===== config.mk =====
export PLATFORM = sky130hd
export DESIGN_NAME = div_unit
export DESIGN_NICKNAME = d
export VERILOG_FILES = /design/src/rtl/div_pkg.sv /design/src/rtl/div_step.sv /design/src/rtl/div_unit.sv
export SDC_FILE = /design/constraint.sdc
export NUM_CORES = 1
export LEC_CHECK = 0
export BUFFER_PORTS_ARGS = -buffer_cell sky130_fd_sc_hd__buf_2
export CAP_MARGIN = 20
export CORE_UTILIZATION = 45
export CTS_CLUSTER_DIAMETER = 80
export DETAILED_ROUTE_END_ITERATION = 10
export GPL_ROUTABILITY_DRIVEN = 0
export PLACE_DENSITY_LB_ADDON = 0.3
export SLEW_MARGIN = 40
export SYNTH_ARGS = -nofsm -noshare
export SYNTH_HDL_FRONTEND = slang
export SYNTH_SLANG_ARGS = --single-unit

===== constraint.sdc =====
create_clock -name clk -period 5.6 [get_ports clk]
set_input_delay 0.56 -clock clk [delete_from_list [all_inputs] [get_ports clk]]
set_output_delay 0.56 -clock clk [all_outputs]
set_load 0.03 [all_outputs]

===== src/rtl/div_pkg.sv =====
// Shared types and constants for the iterative RV32M divider.
package div_pkg;

  typedef enum logic [1:0] {
    DIV  = 2'b00,
    DIVU = 2'b01,
    REM  = 2'b10,
    REMU = 2'b11
  } div_op_t;

  typedef enum logic [1:0] {
    IDLE,
    CALC,
    FINAL,
    DONE
  } div_state_t;

  localparam logic [31:0] INT_MIN  = 32'h8000_0000;
  localparam logic [31:0] ALL_ONES = 32'hFFFF_FFFF;

  // DIV and REM are the signed flavours; bit 0 of the encoding marks unsigned.
  function automatic logic op_is_signed(input div_op_t op);
    return ~op[0];
  endfunction

endpackage


===== src/rtl/div_step.sv =====
// One restoring-division step: shift in the next dividend bit, then trial-subtract.
module div_step #(
  parameter int unsigned DATA_WIDTH = 32
) (
  input  logic [DATA_WIDTH:0]   i_rem,
  input  logic                  i_msb,
  input  logic [DATA_WIDTH-1:0] i_dvs,
  output logic [DATA_WIDTH:0]   o_rem,
  output logic                  o_q
);

  logic [DATA_WIDTH+1:0] w_shift;
  logic [DATA_WIDTH:0]   w_diff;

  always_comb begin
    w_shift = {i_rem, i_msb};
    o_q     = (w_shift >= {2'b00, i_dvs});
    // When the subtract is taken the difference is below the divisor, so W+1 bits suffice.
    w_diff  = w_shift[DATA_WIDTH:0] - {1'b0, i_dvs};
    o_rem   = o_q ? w_diff : w_shift[DATA_WIDTH:0];
  end

endmodule


===== src/rtl/div_unit.sv =====
// Iterative RV32M divider (DIV/DIVU/REM/REMU): one quotient bit per cycle,
// fast path for divide-by-zero and signed overflow.
module div_unit
  import div_pkg::*;
#(
  parameter int unsigned DATA_WIDTH = 32,
  parameter int unsigned CNT_WIDTH  = 6
) (
  input  logic                  clk,
  input  logic                  rst,
  input  logic                  div_start,
  input  logic [1:0]            div_op,
  input  logic [DATA_WIDTH-1:0] div_op1,
  input  logic [DATA_WIDTH-1:0] div_op2,
  output logic                  div_busy,
  output logic                  div_done,
  output logic [DATA_WIDTH-1:0] div_out
);

  localparam logic [DATA_WIDTH-1:0] MinVal  = {1'b1, {(DATA_WIDTH-1){1'b0}}};
  localparam logic [DATA_WIDTH-1:0] OnesVal = '1;

  div_state_t            r_state;
  div_op_t               r_op;
  logic [DATA_WIDTH-1:0] r_op1;
  logic [DATA_WIDTH-1:0] r_dvd;
  logic [DATA_WIDTH-1:0] r_dvs;
  logic [DATA_WIDTH:0]   r_rem;
  logic [CNT_WIDTH-1:0]  r_cnt;
  logic                  r_neg_q;
  logic                  r_neg_r;
  logic                  r_div0;
  logic                  r_ovf;
  logic                  r_done;
  logic [DATA_WIDTH-1:0] r_out;

  div_op_t               w_op;
  logic                  w_signed;
  logic                  w_s1;
  logic                  w_s2;
  logic                  w_div0;
  logic                  w_ovf;
  logic [DATA_WIDTH:0]   w_rem_nxt;
  logic                  w_q_bit;
  logic [DATA_WIDTH-1:0] w_rem_mag;
  logic [DATA_WIDTH-1:0] w_result;

  assign w_op     = div_op_t'(div_op);
  assign w_signed = op_is_signed(w_op);
  assign w_s1     = w_signed & div_op1[DATA_WIDTH-1];
  assign w_s2     = w_signed & div_op2[DATA_WIDTH-1];
  assign w_div0   = (div_op2 == '0);
  assign w_ovf    = w_signed && (div_op1 == MinVal) && (div_op2 == OnesVal);
  assign w_rem_mag = r_rem[DATA_WIDTH-1:0];

  div_step #(
    .DATA_WIDTH(DATA_WIDTH)
  ) u_step (
    .i_rem(r_rem),
    .i_msb(r_dvd[DATA_WIDTH-1]),
    .i_dvs(r_dvs),
    .o_rem(w_rem_nxt),
    .o_q  (w_q_bit)
  );

  always_comb begin
    w_result = '0;
    if (r_div0) begin
      w_result = (r_op == DIV || r_op == DIVU) ? OnesVal : r_op1;
    end else if (r_ovf) begin
      w_result = (r_op == DIV) ? MinVal : '0;
    end else begin
      unique case (r_op)
        DIV:  w_result = r_neg_q ? -r_dvd : r_dvd;
        DIVU: w_result = r_dvd;
        REM:  w_result = r_neg_r ? -w_rem_mag : w_rem_mag;
        REMU: w_result = w_rem_mag;
      endcase
    end
  end

  // r_dvd doubles as the quotient: dividend bits leave at the top as quotient bits enter below.
  always_ff @(posedge clk or posedge rst) begin
    if (rst) begin
      r_state <= IDLE;
      r_op    <= DIV;
      r_op1   <= '0;
      r_dvd   <= '0;
      r_dvs   <= '0;
      r_rem   <= '0;
      r_cnt   <= '0;
      r_neg_q <= 1'b0;
      r_neg_r <= 1'b0;
      r_div0  <= 1'b0;
      r_ovf   <= 1'b0;
      r_done  <= 1'b0;
      r_out   <= '0;
    end else begin
      unique case (r_state)
        IDLE: begin
          if (div_start) begin
            r_op    <= w_op;
            r_op1   <= div_op1;
            r_dvd   <= w_s1 ? -div_op1 : div_op1;
            r_dvs   <= w_s2 ? -div_op2 : div_op2;
            r_neg_q <= w_s1 ^ w_s2;
            r_neg_r <= w_s1;
            r_div0  <= w_div0;
            r_ovf   <= w_ovf;
            r_rem   <= '0;
            if (w_div0 || w_ovf) begin
              r_state <= FINAL;
            end else begin
              r_cnt   <= CNT_WIDTH'(DATA_WIDTH);
              r_state <= CALC;
            end
          end
        end
        CALC: begin
          r_rem <= w_rem_nxt;
          r_dvd <= {r_dvd[DATA_WIDTH-2:0], w_q_bit};
          r_cnt <= r_cnt - CNT_WIDTH'(1);
          if (r_cnt == CNT_WIDTH'(1)) r_state <= FINAL;
        end
        FINAL: begin
          r_out   <= w_result;
          r_done  <= 1'b1;
          r_state <= DONE;
        end
        DONE: begin
          r_done  <= 1'b0;
          r_state <= IDLE;
        end
        default: r_state <= IDLE;
      endcase
    end
  end

  assign div_busy = (r_state != IDLE);
  assign div_done = r_done;
  assign div_out  = r_out;

endmodule


==> impl_metrics.json <==
{
  "hold_viol_final": 0,
  "reg2reg_depth": 13,
  "met2_usage_pct": 39.8,
  "dpl.cell_count": 1879,
  "endpoint": "r_rem[22]",
  "fmax_mhz": 256,
  "synth_area_leader_cell": "dfrtp_1",
  "avgSynthCellArea_um2": 8.25,
  "place_ws_ns": 1.71,
  "clockRootBuffer": "clkbuf_16",
  "grt_max_degree": 98,
  "crit_arrival_ns": 4.20,
  "rrSetupSlack_ns": 1.70,
  "wl_um": 37700,
  "setup_viol": 0,
  "route.detailed.drc": 0,
  "grt_pass1_vias": 10550,
  "end_kind": "flop",
  "grt_overflow_total": 0,
  "grt_pass1_wl_um": 59400,
  "yosysUniqueCellTypes": 75,
  "cp_num_cells": 13,
  "cts-resized-gates": 0,
  "syn_nets": 1623,
  "worstMarginPinSlew_ns": 0.822,
  "dieWidth_um": 168,
  "core.rowCount": 60,
  "drtAntennaViolNets": 0,
  "grtUsageMet1_pct": 39.3,
  "clock_latency_ns": 0.45,
  "holdBufCountCts": 0,
  "start_util_pct": 46.1,
  "numCtsBuffers": 17,
  "ys_top_cells_by_count": "o21ai_0, dfrtp_1, nand2_1",
  "wire_per_inst_um": 19.7,
  "holdWs_ns": 0.214,
  "required_ns": 5.90,
  "setup_tns_ns": 0,
  "via_per_inst": 6.02,
  "syn_inst": 1510,
  "die_y_um": 168,
  "outcome": "finished, final reports clean",
  "crit_chain": "inv_1, ha_1, inv_1, fa_1, a21o_1, a311o_1, a21oi_1, o21a_1, a211oi_1, a311oi_4, buf_4, nand2b_1, o21ai_0",
  "relSlewSlack_pct": 44.4,
  "yosys.area.top_type_share_pct": 35.4,
  "netlist_area_um2": 12500,
  "dr.pass1.iters": 5,
  "top_usage_layer": "met2",
  "hpwl_um": 27900,
  "finalNonFillerCells": 1911,
  "ctsLongestPathBuffers": 2,
  "yosysMostFrequentCell": "o21ai_0",
  "htree_levels": 4,
  "yosys_warnings": 0,
  "clock-sinks": 176,
  "synth_seq_area_share_pct": 35.4,
  "drv_slew": 0,
  "cpPeakStageDelay_ns": 0.45,
  "antenna_found_initial": 0,
  "path_delay_family": "compound AO/OA/AOI/OAI gates",
  "peakVddDrop_uv": 281,
  "cp-start-kind": "flop",
  "worst-path-buf-inv": 3,
  "hold_class": "input port to async pin",
  "post_cts_buffers": 0,
  "clkSlewWorstSetupHoldPaths_ns": 0.08,
  "startpoint": "r_dvd[31]",
  "r2r-start": "r_dvd[31]",
  "drv_cap": 0,
  "io_buffers": 102,
  "fin_ws_ns": 1.70,
  "final_nets": 1670,
  "dr.first_iter.drc_count": 1051,
  "core_area_um2": 27000,
  "r2r-end": "r_rem[22]",
  "drive_above_1_share_pct": 13.6,
  "ioPinCount": 103,
  "power_leakage_nw": 6.07,
  "crit_top_cell": "inv_1",
  "crit_path_top_delay_cell": "a311oi_4",
  "power.density_nw_per_um2": 636,
  "synth_enable_flop_cells": 0,
  "p_total_w": 0.00881,
  "path_class": "flop to flop",
  "synth_flop_cell": "dfrtp_1",
  "synthTopCellsByArea": "dfrtp_1, o21ai_0, xor2_1, a21oi_1, nand2_1",
  "syn2layout_area_growth_pct": 11.3,
  "n_antenna_cell": 0,
  "rsz0062_at_grt": "false",
  "dieArea_um2": 28300,
  "via_count": 11504,
  "worstPathMaxFanout": 37,
  "async_flop_share_pct": 100,
  "min_period_ns": 3.90,
  "fin_crit_sh_pct": 69.6,
  "track_usage_pct": 27.0,
  "globalRouteMet3Util_pct": 4.49,
  "synth_seq_cells": 176,
  "cts_tree": "done",
  "clock_skew_ns": 0.0254
}
## per-layer routing
metal / up-vias / part of all wire (%) / wire [µm]
li1: 5455 / - / -
met3: 80 / 7.4 / 2800
met4: 0 / 3.3 / 1260
met5: - / 0 / 0
met2: 492 / 43 / 16200
met1: 5477 / 46 / 17400
## cells in the final DEF, fill, tap and decap left out, types with 5 or more instances in the layout
cell / instances
a31oi_1: 18
and2_1: 6
buf_2: 102
nand3_1: 12
inv_1: 69
o21ai_0: 179
xnor2_1: 67
mux2i_1: 22
o21a_1: 9
buf_4: 14
nor3_1: 34
nand2_1: 167
clkinv_8: 6
xor2_1: 78
nor4_1: 9
a221o_1: 5
a211oi_1: 8
a22oi_1: 11
mux2_2: 35
or3_1: 8
a21oi_1: 135
ha_1: 41
a21o_1: 17
o22ai_1: 8
o31ai_1: 22
nand2b_1: 16
or4_1: 7
a32oi_1: 6
nand4_1: 18
and3_1: 6
clkbuf_16: 17
o41ai_1: 7
o211ai_1: 11
o221ai_1: 6
dfrtp_1: 176
nor2_1: 135
## power by group
| part | switching [W] | internal [W] |
|---|---|---|
| registers | 0.000602 | 0.00185 |
| clock network | 0.000631 | 0.000608 |
| logic | 0.00322 | 0.00190 |
| total | 0.00445 | 0.00436 |
## worst register-to-register path, delay by kind of cell, from the launching register on
kind	cells	cell delay (ns)
DFF	1	0.43
and+or+nand+nor	1	0.41
AOI/OAI and AO/OA	7	1.78
buffers and inverters	3	0.59
adders and majority gates	2	0.56
## kinds of logic (layout without fill, tap and decap cells)
logic type	Yosys count	count (layout)	synth area share (%)
AO/OA/AOI/OAI	470	470	22.8
XOR/XNOR	145	145	10.2
adder cells (fa/ha/maj)	44	44	4.48
buffers and inverters	162	222	4.90
flip-flops	176	176	35.4
multiplexers	57	57	4.93
AND/OR/NAND/NOR	456	456	17.3
## how the worst min path moves through the flow
stage | endpoint | slack [ns] | cells after the start
final | div_out[7] | 0.21 | 2
after global routing | div_out[7] | 0.28 | 2
after CTS | div_out[8] | 0.25 | 2
after detailed placement | div_out[14] | 0.46 | 1
after global placement | div_out[12] | 0.46 | 1
after floorplan | r_op1[0] | 0.44 | 2
## sequential cells by signal (all words and copies together), names as in the netlist
| register | flops |
|---|---|
| r_rem | 33 |
| div_out | 32 |
| r_dvd | 32 |
| r_dvs | 32 |
| r_op1 | 32 |
| r_cnt | 6 |
| r_op | 2 |
| r_state | 2 |
| div_done | 1 |
| r_div0 | 1 |
| r_neg_q | 1 |
| r_neg_r | 1 |
| r_ovf | 1 |
## per-stage QoR
stage,utilization [%],area [µm²]
after global placement,48.8,13200
after detailed placement,49.0,13200
after CTS,51.2,13800
after global routing,51.3,13900
final,51.3,13900
after floorplan,-,12500
## layout make-up
| type | instances | area (µm²) |
|---|---|---|
| multi-input combinational | 1172 | 7490 |
| clock buffer | 17 | 425 |
| inverter | 72 | 278 |
| timing repair buffer | 118 | 642 |
| clock inverter | 15 | 186 |
| fill | 2603 | 13200 |
| tap | 341 | 427 |
| sequential | 176 | 4400 |
Note: power is estimated with default switching activity, not from simulation.
